**src/rtl/inv_transform_if.sv**
```systemverilog
// Request/result bundle for inv_transform: operands and start in, status and screen coordinates out.
// Handshake: start is a one-cycle request honoured only while busy=0; done pulses for exactly
// one cycle and x/y/sat_x/sat_y are valid from that cycle until the next done.
interface inv_transform_if #(
  parameter int CW = 13,
  parameter int XW = 11,
  parameter int YW = 10
);
  logic          start;
  logic [CW-1:0] cv_x;
  logic [CW-1:0] cv_y;
  logic [XW-1:0] t_width;
  logic [XW-1:0] t_height;
  logic          busy;
  logic          done;
  logic [XW-1:0] x;
  logic [YW-1:0] y;
  logic          sat_x;
  logic          sat_y;

  modport master (
    output start, cv_x, cv_y, t_width, t_height,
    input  busy, done, x, y, sat_x, sat_y
  );

  modport slave (
    input  start, cv_x, cv_y, t_width, t_height,
    output busy, done, x, y, sat_x, sat_y
  );
endinterface

```
**src/rtl/inv_transform.sv**
```systemverilog
// Maps a template-space point back to screen pixels: x = cv_x*SCREEN_W/t_width, y = cv_y*SCREEN_H/t_height,
// using one multiply cycle and two lockstep restoring dividers (one quotient bit per cycle).
module inv_transform #(
  parameter int SCREEN_W = 1024,
  parameter int SCREEN_H = 768,
  parameter int XW       = 11,
  parameter int YW       = 10,
  parameter int CW       = 13,
  parameter int PW       = CW + XW
) (
  input  logic         clk,
  input  logic         reset,
  inv_transform_if.slave bus,
  output logic [1:0]   dbg_state
);

  typedef enum logic [1:0] {IDLE = 2'd0, MUL = 2'd1, DIV = 2'd2, DONE = 2'd3} state_t;

  localparam int CNTW = $clog2(PW);
  localparam logic [PW-1:0] SW_K = PW'(SCREEN_W);
  localparam logic [PW-1:0] SH_K = PW'(SCREEN_H);
  localparam logic [PW-1:0] XMAX = PW'(SCREEN_W - 1);
  localparam logic [PW-1:0] YMAX = PW'(SCREEN_H - 1);

  state_t state, state_nxt;

  logic [CNTW-1:0] cnt;
  logic [CW-1:0]   cx_r, cy_r;
  logic [XW-1:0]   tw_r, th_r;
  logic [PW-1:0]   dx, dy, qx, qy;
  logic [XW:0]     rx, ry;

  logic [PW-1:0] px, py;
  logic [XW:0]   rx_sh, ry_sh, dvx, dvy, rx_nxt, ry_nxt;
  logic          x_ge, y_ge;
  logic [PW-1:0] qx_nxt, qy_nxt;
  logic          x_sat, y_sat;
  logic [XW-1:0] x_val;
  logic [YW-1:0] y_val;

  always_ff @(posedge clk) begin
    if (reset) state <= IDLE;
    else       state <= state_nxt;
  end

  always_comb begin
    state_nxt = state;
    case (state)
      IDLE:    if (bus.start) state_nxt = MUL;
      MUL:     state_nxt = DIV;
      DIV:     if (cnt == '0) state_nxt = DONE;
      DONE:    state_nxt = IDLE;
      default: state_nxt = IDLE;
    endcase
  end

  assign bus.busy  = (state != IDLE);
  assign bus.done  = (state == DONE);
  assign dbg_state = state;

  assign px = PW'(cx_r) * SW_K;
  assign py = PW'(cy_r) * SH_K;

  // The remainder's top bit can only be set with a zero divisor; forcing a subtract
  // then keeps the all-ones quotient that the saturation logic relies on.
  always_comb begin
    dvx    = {1'b0, tw_r};
    dvy    = {1'b0, th_r};
    rx_sh  = {rx[XW-1:0], dx[PW-1]};
    ry_sh  = {ry[XW-1:0], dy[PW-1]};
    x_ge   = rx[XW] | (rx_sh >= dvx);
    y_ge   = ry[XW] | (ry_sh >= dvy);
    rx_nxt = x_ge ? (rx_sh - dvx) : rx_sh;
    ry_nxt = y_ge ? (ry_sh - dvy) : ry_sh;
    qx_nxt = {qx[PW-2:0], x_ge};
    qy_nxt = {qy[PW-2:0], y_ge};
    x_sat  = (qx_nxt > XMAX) | (tw_r == '0);
    y_sat  = (qy_nxt > YMAX) | (th_r == '0);
    x_val  = x_sat ? XMAX[XW-1:0] : qx_nxt[XW-1:0];
    y_val  = y_sat ? YMAX[YW-1:0] : qy_nxt[YW-1:0];
  end

  always_ff @(posedge clk) begin
    if (reset) begin
      cnt       <= '0;
      cx_r      <= '0;
      cy_r      <= '0;
      tw_r      <= '0;
      th_r      <= '0;
      dx        <= '0;
      dy        <= '0;
      qx        <= '0;
      qy        <= '0;
      rx        <= '0;
      ry        <= '0;
      bus.x     <= '0;
      bus.y     <= '0;
      bus.sat_x <= 1'b0;
      bus.sat_y <= 1'b0;
    end else begin
      case (state)
        IDLE: begin
          if (bus.start) begin
            cx_r <= bus.cv_x;
            cy_r <= bus.cv_y;
            tw_r <= bus.t_width;
            th_r <= bus.t_height;
          end
        end
        MUL: begin
          dx  <= px;
          dy  <= py;
          qx  <= '0;
          qy  <= '0;
          rx  <= '0;
          ry  <= '0;
          cnt <= CNTW'(PW - 1);
        end
        DIV: begin
          dx  <= dx << 1;
          dy  <= dy << 1;
          rx  <= rx_nxt;
          ry  <= ry_nxt;
          qx  <= qx_nxt;
          qy  <= qy_nxt;
          cnt <= cnt - CNTW'(1);
          // Results are captured from the final quotient bit so they are valid during DONE.
          if (cnt == '0) begin
            bus.x     <= x_val;
            bus.y     <= y_val;
            bus.sat_x <= x_sat;
            bus.sat_y <= y_sat;
          end
        end
        default: ;
      endcase
    end
  end

endmodule

```
**src/flat_wrapper.sv**
```systemverilog
// flat-port wrapper written by rule: the top's interface ports become plain ports
module inv_transform_flat 
#(
  parameter int SCREEN_W = 1024,
  parameter int SCREEN_H = 768,
  parameter int XW       = 11,
  parameter int YW       = 10,
  parameter int CW       = 13,
  parameter int PW       = CW + XW
)
  (clk, reset, dbg_state, bus_start, bus_cv_x, bus_cv_y, bus_t_width, bus_t_height, bus_busy, bus_done, bus_x, bus_y, bus_sat_x, bus_sat_y);
  inv_transform_if #(.CW(CW), .XW(XW), .YW(YW)) bus_i ();
  input  logic clk;
  input  logic reset;
  output logic [1:0] dbg_state;
  input wire logic [$bits(bus_i.start)-1:0] bus_start;
  input wire logic [$bits(bus_i.cv_x)-1:0] bus_cv_x;
  input wire logic [$bits(bus_i.cv_y)-1:0] bus_cv_y;
  input wire logic [$bits(bus_i.t_width)-1:0] bus_t_width;
  input wire logic [$bits(bus_i.t_height)-1:0] bus_t_height;
  output wire logic [$bits(bus_i.busy)-1:0] bus_busy;
  output wire logic [$bits(bus_i.done)-1:0] bus_done;
  output wire logic [$bits(bus_i.x)-1:0] bus_x;
  output wire logic [$bits(bus_i.y)-1:0] bus_y;
  output wire logic [$bits(bus_i.sat_x)-1:0] bus_sat_x;
  output wire logic [$bits(bus_i.sat_y)-1:0] bus_sat_y;
  assign bus_i.start = bus_start;
  assign bus_i.cv_x = bus_cv_x;
  assign bus_i.cv_y = bus_cv_y;
  assign bus_i.t_width = bus_t_width;
  assign bus_i.t_height = bus_t_height;
  assign bus_busy = bus_i.busy;
  assign bus_done = bus_i.done;
  assign bus_x = bus_i.x;
  assign bus_y = bus_i.y;
  assign bus_sat_x = bus_i.sat_x;
  assign bus_sat_y = bus_i.sat_y;
  inv_transform #(.SCREEN_W(SCREEN_W), .SCREEN_H(SCREEN_H), .XW(XW), .YW(YW), .CW(CW), .PW(PW)) u_core (.clk(clk), .reset(reset), .bus(bus_i), .dbg_state(dbg_state));
endmodule
```
**config.mk**
```make
export PLATFORM = sky130hd
export DESIGN_NAME = inv_transform_flat
export DESIGN_NICKNAME = d
export VERILOG_FILES = /design/src/rtl/inv_transform_if.sv /design/src/rtl/inv_transform.sv /design/src/flat_wrapper.sv
export SDC_FILE = /design/constraint.sdc
export NUM_CORES = 1
export LEC_CHECK = 0
export CORE_ASPECT_RATIO = 0.9
export CORE_MARGIN = 5
export CORE_UTILIZATION = 50
export DETAILED_ROUTE_END_ITERATION = 8
export PLACE_DENSITY = 0.83
export SKIP_LAST_GASP = 1
export SLEW_MARGIN = 20
export SYNTH_ARGS = -nofsm -noshare
export SYNTH_HDL_FRONTEND = slang
export SYNTH_SLANG_ARGS = --single-unit
```
**constraint.sdc**
```tcl
create_clock -name clk -period 2.29 [get_ports clk]
set_input_delay 0.5725 -clock clk [delete_from_list [all_inputs] [get_ports clk]]
set_output_delay 0.5725 -clock clk [all_outputs]
set_load 0.05 [all_outputs]
```
**Word level (Yosys, flattened, before mapping)**

Cells that the tools add are included.

- Input bits: 51
- Output and inout port bits: 27
- Flip-flop bits (word level): 196
- Logic and storage cells: 56

- Mux-type cells: 14
- $add $sub $neg: 3
- Eq/ne operators: 5
- Reduce and logical (&&, ||, !) cells: 9
- Order comparisons: 4
- Bitwise operators: 4
- $mul: 1

Operators by type and width:

| cell | number |
|---|---|
| 24-bit one-hot mux with 2 select lines | 2 |
| 23-bit one-hot mux with 2 select lines | 2 |
| 24-bit by 10-bit greater-than comparator with 1-bit output, second input constant | 2 |
| 12-bit one-hot mux with 2 select lines | 2 |
| 12-bit by 11-bit >= comparator with 1-bit output | 2 |
| 12-bit two-way mux | 2 |
| 12-bit by 11-bit subtractor with 12-bit output | 2 |
| 11-bit logical NOT | 2 |
| 13-bit by 2-bit multiplier with 15-bit output, second input constant | 1 |
| 11-bit two-way mux | 1 |
| 10-bit two-way mux | 1 |
| 5-bit one-hot mux with 2 select lines | 1 |
| 2-bit one-hot mux with 4 select lines | 1 |
| 2-bit AND reduction | 3 |
| 5-bit logical NOT | 1 |
| 5-bit by 1-bit subtractor with 5-bit output, second input constant | 1 |
| 2-bit == test, second input constant | 2 |
| 2-bit two-way mux | 2 |
| 1-bit bitwise OR | 4 |
| 2-bit nonzero test | 2 |
| 2-bit by 1-bit == test with 1-bit output, second input constant | 1 |
| 2-bit logical NOT | 1 |
| 2-bit by 1-bit != test with 1-bit output, second input constant | 1 |
| 2-bit != test, second input constant | 1 |

**Longest topological paths before layout**

- Depth after elaboration: 5
- Depth in mapped cells: 10
- Gate-level depth less buffers: 9

**Worst setup path after synthesis**

OpenSTA, ideal clock, no wires.

- Path kind: register to register
- Start point: reg u_core.dy[23]
- End point: reg u_core.ry[4]
- Stages on the path, launching flop included: 11
- Data required time: 2.228 ns
- Setup slack: -0.155 ns
- Arrival time: 2.383 ns
- Setup time: 0.062 ns
- Path through: dfxtp_1 inv_1 ha_1 fa_1 nand2b_2 a21oi_2 and4bb_4 o21a_1 buf_6 or4_1 nand3_1

- Word-level cells in the longest chain between the ends: 4
- Elaborated cells between the ends (all ways): 5
- Classes of those cells: 1 x add/sub; 1 x order compare; 2 x mux; 1 x bitwise

RTL lines:

| item | line | source |
|---|---|---|
| from (decl) | inv_transform.sv:30 | `logic [PW-1:0] dx, dy, qx, qy;` |
| from (signal assigned) | inv_transform.sv:112 | `dy <= py;` |
| from (signal assigned) | inv_transform.sv:121 | `dy <= dy << 1;` |
| 12-bit by 11-bit >= comparator with 1-bit output | inv_transform.sv:72 | `y_ge = ry[XW] \| (ry_sh >= dvy);` |
| 1-bit bitwise OR | inv_transform.sv:72 |  |
| 12-bit two-way mux * | inv_transform.sv:74 | `ry_nxt = y_ge ? (ry_sh - dvy) : ry_sh;` |
| 12-bit one-hot mux with 2 select lines * | inv_transform.sv:101 | `case (state)` |
| to (signal assigned) | inv_transform.sv:123 | `ry <= ry_nxt;` |
| to (decl) | inv_transform.sv:31 | `logic [XW:0] rx, ry;` |

Every way passes the cells marked *; elsewhere a longest branch is shown, timed or not.
A chain may end at the register's enable or synchronous reset.

**Final worst setup path**

- Start point: reg u_core.dy[23]
- End point: reg u_core.ry[6]

The elaborated chain is that of the path after synthesis.

==> out/qor.txt <==
Slew headroom = 0.486
Synth Warn # = 0
TritonCTS clock tree = done
Required arrival time at the worst endpoint = 2.67 ns
Primary flip-flop cell chosen by synthesis mapping = sky130_fd_sc_hd__dfxtp_1
Class of the tightest hold or removal check = reg -> reg
Count of nets after finishing = 1248
Final hold slack = 0.456 ns
Stage delay of the slowest cell on the critical path = 0.49 ns
Fraction of the yosys area taken by sequential cells = 0.403
Area of the mapped netlist = 8840 um2
Static leakage power = 4.05 nW
Initial antenna violation count = 0
Number of violations of the max-capacitance limit = 0
Total nets after synthesis = 1176
PnR Total Power = 12.4 mW
Synthesized area per cell = 8.19 um2
Setup repair after global routing missed its margin = yes
Kind of start point of the critical path = flop
Die area = 20400 um2
Count of placed standard cells in the final layout, fillers left out = 1405
Placeable core region = 17500 um2
Unique cell type count in the Yosys netlist = 69
Type of the setup path with the least slack = reg -> reg
Worst Max-Slew Pin Slew = 0.770 ns
Die span in x = 150 um
Vias in the first global route = 7150
Largest fanout of any net on the critical path = 5
Post-synth EDFFs = 0
FMAX = 427 MHz
Largest net degree at the start of global routing = 100
Post-detailed-route count of antenna-violating nets = 0
Top-level port count = 78
Slew Limit Fails = 0
Share of synthesized flip-flops with an asynchronous set or reset = 0
Number of setup violations in the final report = 2
Highest ir drop seen on vdd = 0.798 mV
Via count = 7858
Placement Rows = 46
Global-route wire length before repair = 34100 um
Data arrival time at the worst-slack endpoint = 2.72 ns
Routed wire length = 20900 um
DRC errors left = 0
Run status = finished, violations left
Last weighted congestion value of the routability-driven placer = 0.922
Flip-flop and latch area = 3570 um2
Worst-path clk slew = 0.07 ns
Cell chain of the critical path = inv_2 -> ha_4 -> fa_2 -> nand2b_4 -> a21oi_2 -> and4bb_4 -> o21a_4 -> or4b_1 -> nand3_1
Gate power share = 0.454
Number of H-tree levels = 4
Number of buffers added by the clock tree synthesis step = 17
DP Cell Count = 1362
Area of the multi-input gates = 4970 um2
Clock insertion delay at the later pin of the skew report = 0.44 ns
Clk network pwr share = 0.235
Cell Int Power = 7.68 mW
Fin. Hold Viols = 0
Overall Global Routing Usage = 0.202
Share of total power consumed by net switching = 0.380
Global route overflow = 0
Wire per inst = 14.8 um
Port Buffers = 77
Routed vias/inst = 5.59
Final HPWL from detailed placement = 13900 um
Crit path time final = 2.34 ns
Die Span Y = 136 um
Fraction of final layout cells with drive strength greater than 1 = 0.116
Hold Crit Depth = 2
Final worst-path setup slack = -0.0497 ns
Number of DRC markers after the initial detailed-route iteration = 516
Post-synthesis cell count = 1080
Final worst-path cycle share = 1.02
Violations in the final reports = negative setup slack
Sinks on Clock Net = 178
Depth of the worst register-to-register path = 9
Yosys reg bits = 178
Initial core utilization = 0.505
Power density cells = 1150 nW/um2
Filler cell count = 1497
Number of search-and-repair iterations in the first detailed-routing pass = 7
Power share of the sequential group = 0.311
Worst Skew = 0.0102 ns
Sort of element at the end of the critical path = flop
Antenna cells = 0
Max Root-Sink Buffers = 2
Sw power = 4.71 mW
Synthesis-to-layout area growth = 21.8%
Root Driver = sky130_fd_sc_hd__clkbuf_16
Cell with the largest stage delay on the worst path = sky130_fd_sc_hd__or4b_1
what timing repair did:
action,in CTS,in global routing
gates cloned,0,1
gates resized for setup,6,26
hold buffers,0,0
buffers inserted,1,9
endpoints found under the setup margin,9,23
pin swaps,1,14
path summary, 6_finish.rpt:
kind	from	endpoint	slack, ns
setup / recovery	u_core.dy[23]$_SDFFE_PP0P_	u_core.ry[6]$_SDFFE_PP0P_	-0.05
hold / removal	u_core.cx_r[6]$_SDFFE_PP0P_	u_core.cx_r[6]$_SDFFE_PP0P_	0.46
setup reg to reg	u_core.dy[23]$_SDFFE_PP0P_	u_core.ry[6]$_SDFFE_PP0P_	-0.05
hold reg to reg	u_core.cx_r[6]$_SDFFE_PP0P_	u_core.cx_r[6]$_SDFFE_PP0P_	0.46
cell usage in the layout, fill, tap and decap left out, types with 8 or more instances in the layout:
master	n
sky130_fd_sc_hd__clkdlybuf4s50_1	74
sky130_fd_sc_hd__nor4_1	11
sky130_fd_sc_hd__nor3_1	18
sky130_fd_sc_hd__mux2i_1	30
sky130_fd_sc_hd__nand4_1	10
sky130_fd_sc_hd__nand2b_1	53
sky130_fd_sc_hd__o21ai_0	31
sky130_fd_sc_hd__a211oi_1	23
sky130_fd_sc_hd__inv_1	44
sky130_fd_sc_hd__nand2_1	149
sky130_fd_sc_hd__o221a_2	19
sky130_fd_sc_hd__a21oi_1	121
sky130_fd_sc_hd__clkbuf_16	18
sky130_fd_sc_hd__ha_1	39
sky130_fd_sc_hd__buf_4	38
sky130_fd_sc_hd__o211ai_1	8
sky130_fd_sc_hd__dfxtp_1	172
sky130_fd_sc_hd__nand3_1	67
sky130_fd_sc_hd__nor2b_1	12
sky130_fd_sc_hd__nor2_1	71
power groups by stage:
stage	Clock, mW	Combinational, mW	Sequential [mW]
floorplan	0	3.50	4.11
global placement	0	4.97	3.89
detailed placement	0	5.08	3.91
CTS	2.96	5.14	3.85
global route	3.11	6.13	3.91
finish	2.92	5.62	3.85
metal layers:
layer  routed length, um  vias to the layer above  global-route usage
li1                    -                     3962                   -
met1                9770                     3659               0.272
met4                 242                        0              0.0534
met2                9710                      215               0.330
met3                1140                       22              0.0440
met5                   0                        -                   0
worst max-delay path: cells and delay by family, from the launching register on:
kind                       cells  cell delay [ns]
AOI/OAI and AO/OA              2             0.36
adders and majority gates      2             0.55
buffers and inverters          1             0.05
DFF                            1             0.33
and+or+nand+nor                4             0.98
through the flow:
step	utilization	instance area [um2]	setup slack, ns	TNS [ns]
CTS	0.605	10600	-0.00430	-0.00430
global placement	0.570	9980	0.0317	0
detailed placement	0.570	9980	-0.0409	-0.121
floorplan	-	8860	0.00403	0
finish	0.615	10800	-0.0497	-0.0915
global route	0.615	10800	-0.116	-0.780
cells by family (layout without fill, tap and decap cells):
family / Yosys count / after routing / synth area share
mux: 31 / 31 / 0.0351
fa+ha+maj: 45 / 45 / 0.0662
xor+xnor: 9 / 9 / 0.00892
flops: 178 / 178 / 0.403
buf+inv: 113 / 198 / 0.0497
simple gates: 430 / 430 / 0.235
compound gates: 274 / 274 / 0.202
registers in the layout, indices dropped and copies added (netlist names):
| register | flops |
|---|---|
| u_core.th_r | 11 |
| u_core.cx_r | 13 |
| u_core.dy | 16 |
| u_core.bus.x | 11 |
| u_core.dbg_state | 2 |
| u_core.bus.sat_y | 1 |
| u_core.cnt | 5 |
| u_core.dx | 14 |
| u_core.ry | 12 |
| u_core.bus.y | 10 |
| u_core.qx | 23 |
| u_core.tw_r | 11 |
| u_core.cy_r | 13 |
| u_core.bus.sat_x | 1 |
| u_core.qy | 23 |
| u_core.rx | 12 |
cell usage after synthesis, drive strengths merged, types with 14 or more instances:
library cell	instances	share of area
dfxtp	178	0.40
nand2	150	0.064
a21oi	122	0.069
nor2	71	0.030
nand3	67	0.038
clkbuf	55	0.023
nand2b	54	0.038
inv	45	0.019
ha	42	0.059
o21ai	39	0.023
mux2i	31	0.035
a211oi	24	0.020
nor3	19	0.011
o221a	19	0.024
nor2b	14	0.0099
final cells by class:
class / count / area share
repair buffers: 121 / 0.109
clock buffers: 19 / 0.0402
inverters: 45 / 0.0157
multi-input cells: 789 / 0.461
clock inverters: 13 / 0.0139
flip-flops and latches: 178 / 0.332
well taps: 240 / 0.0279
Power figures use the tool's default switching activity.
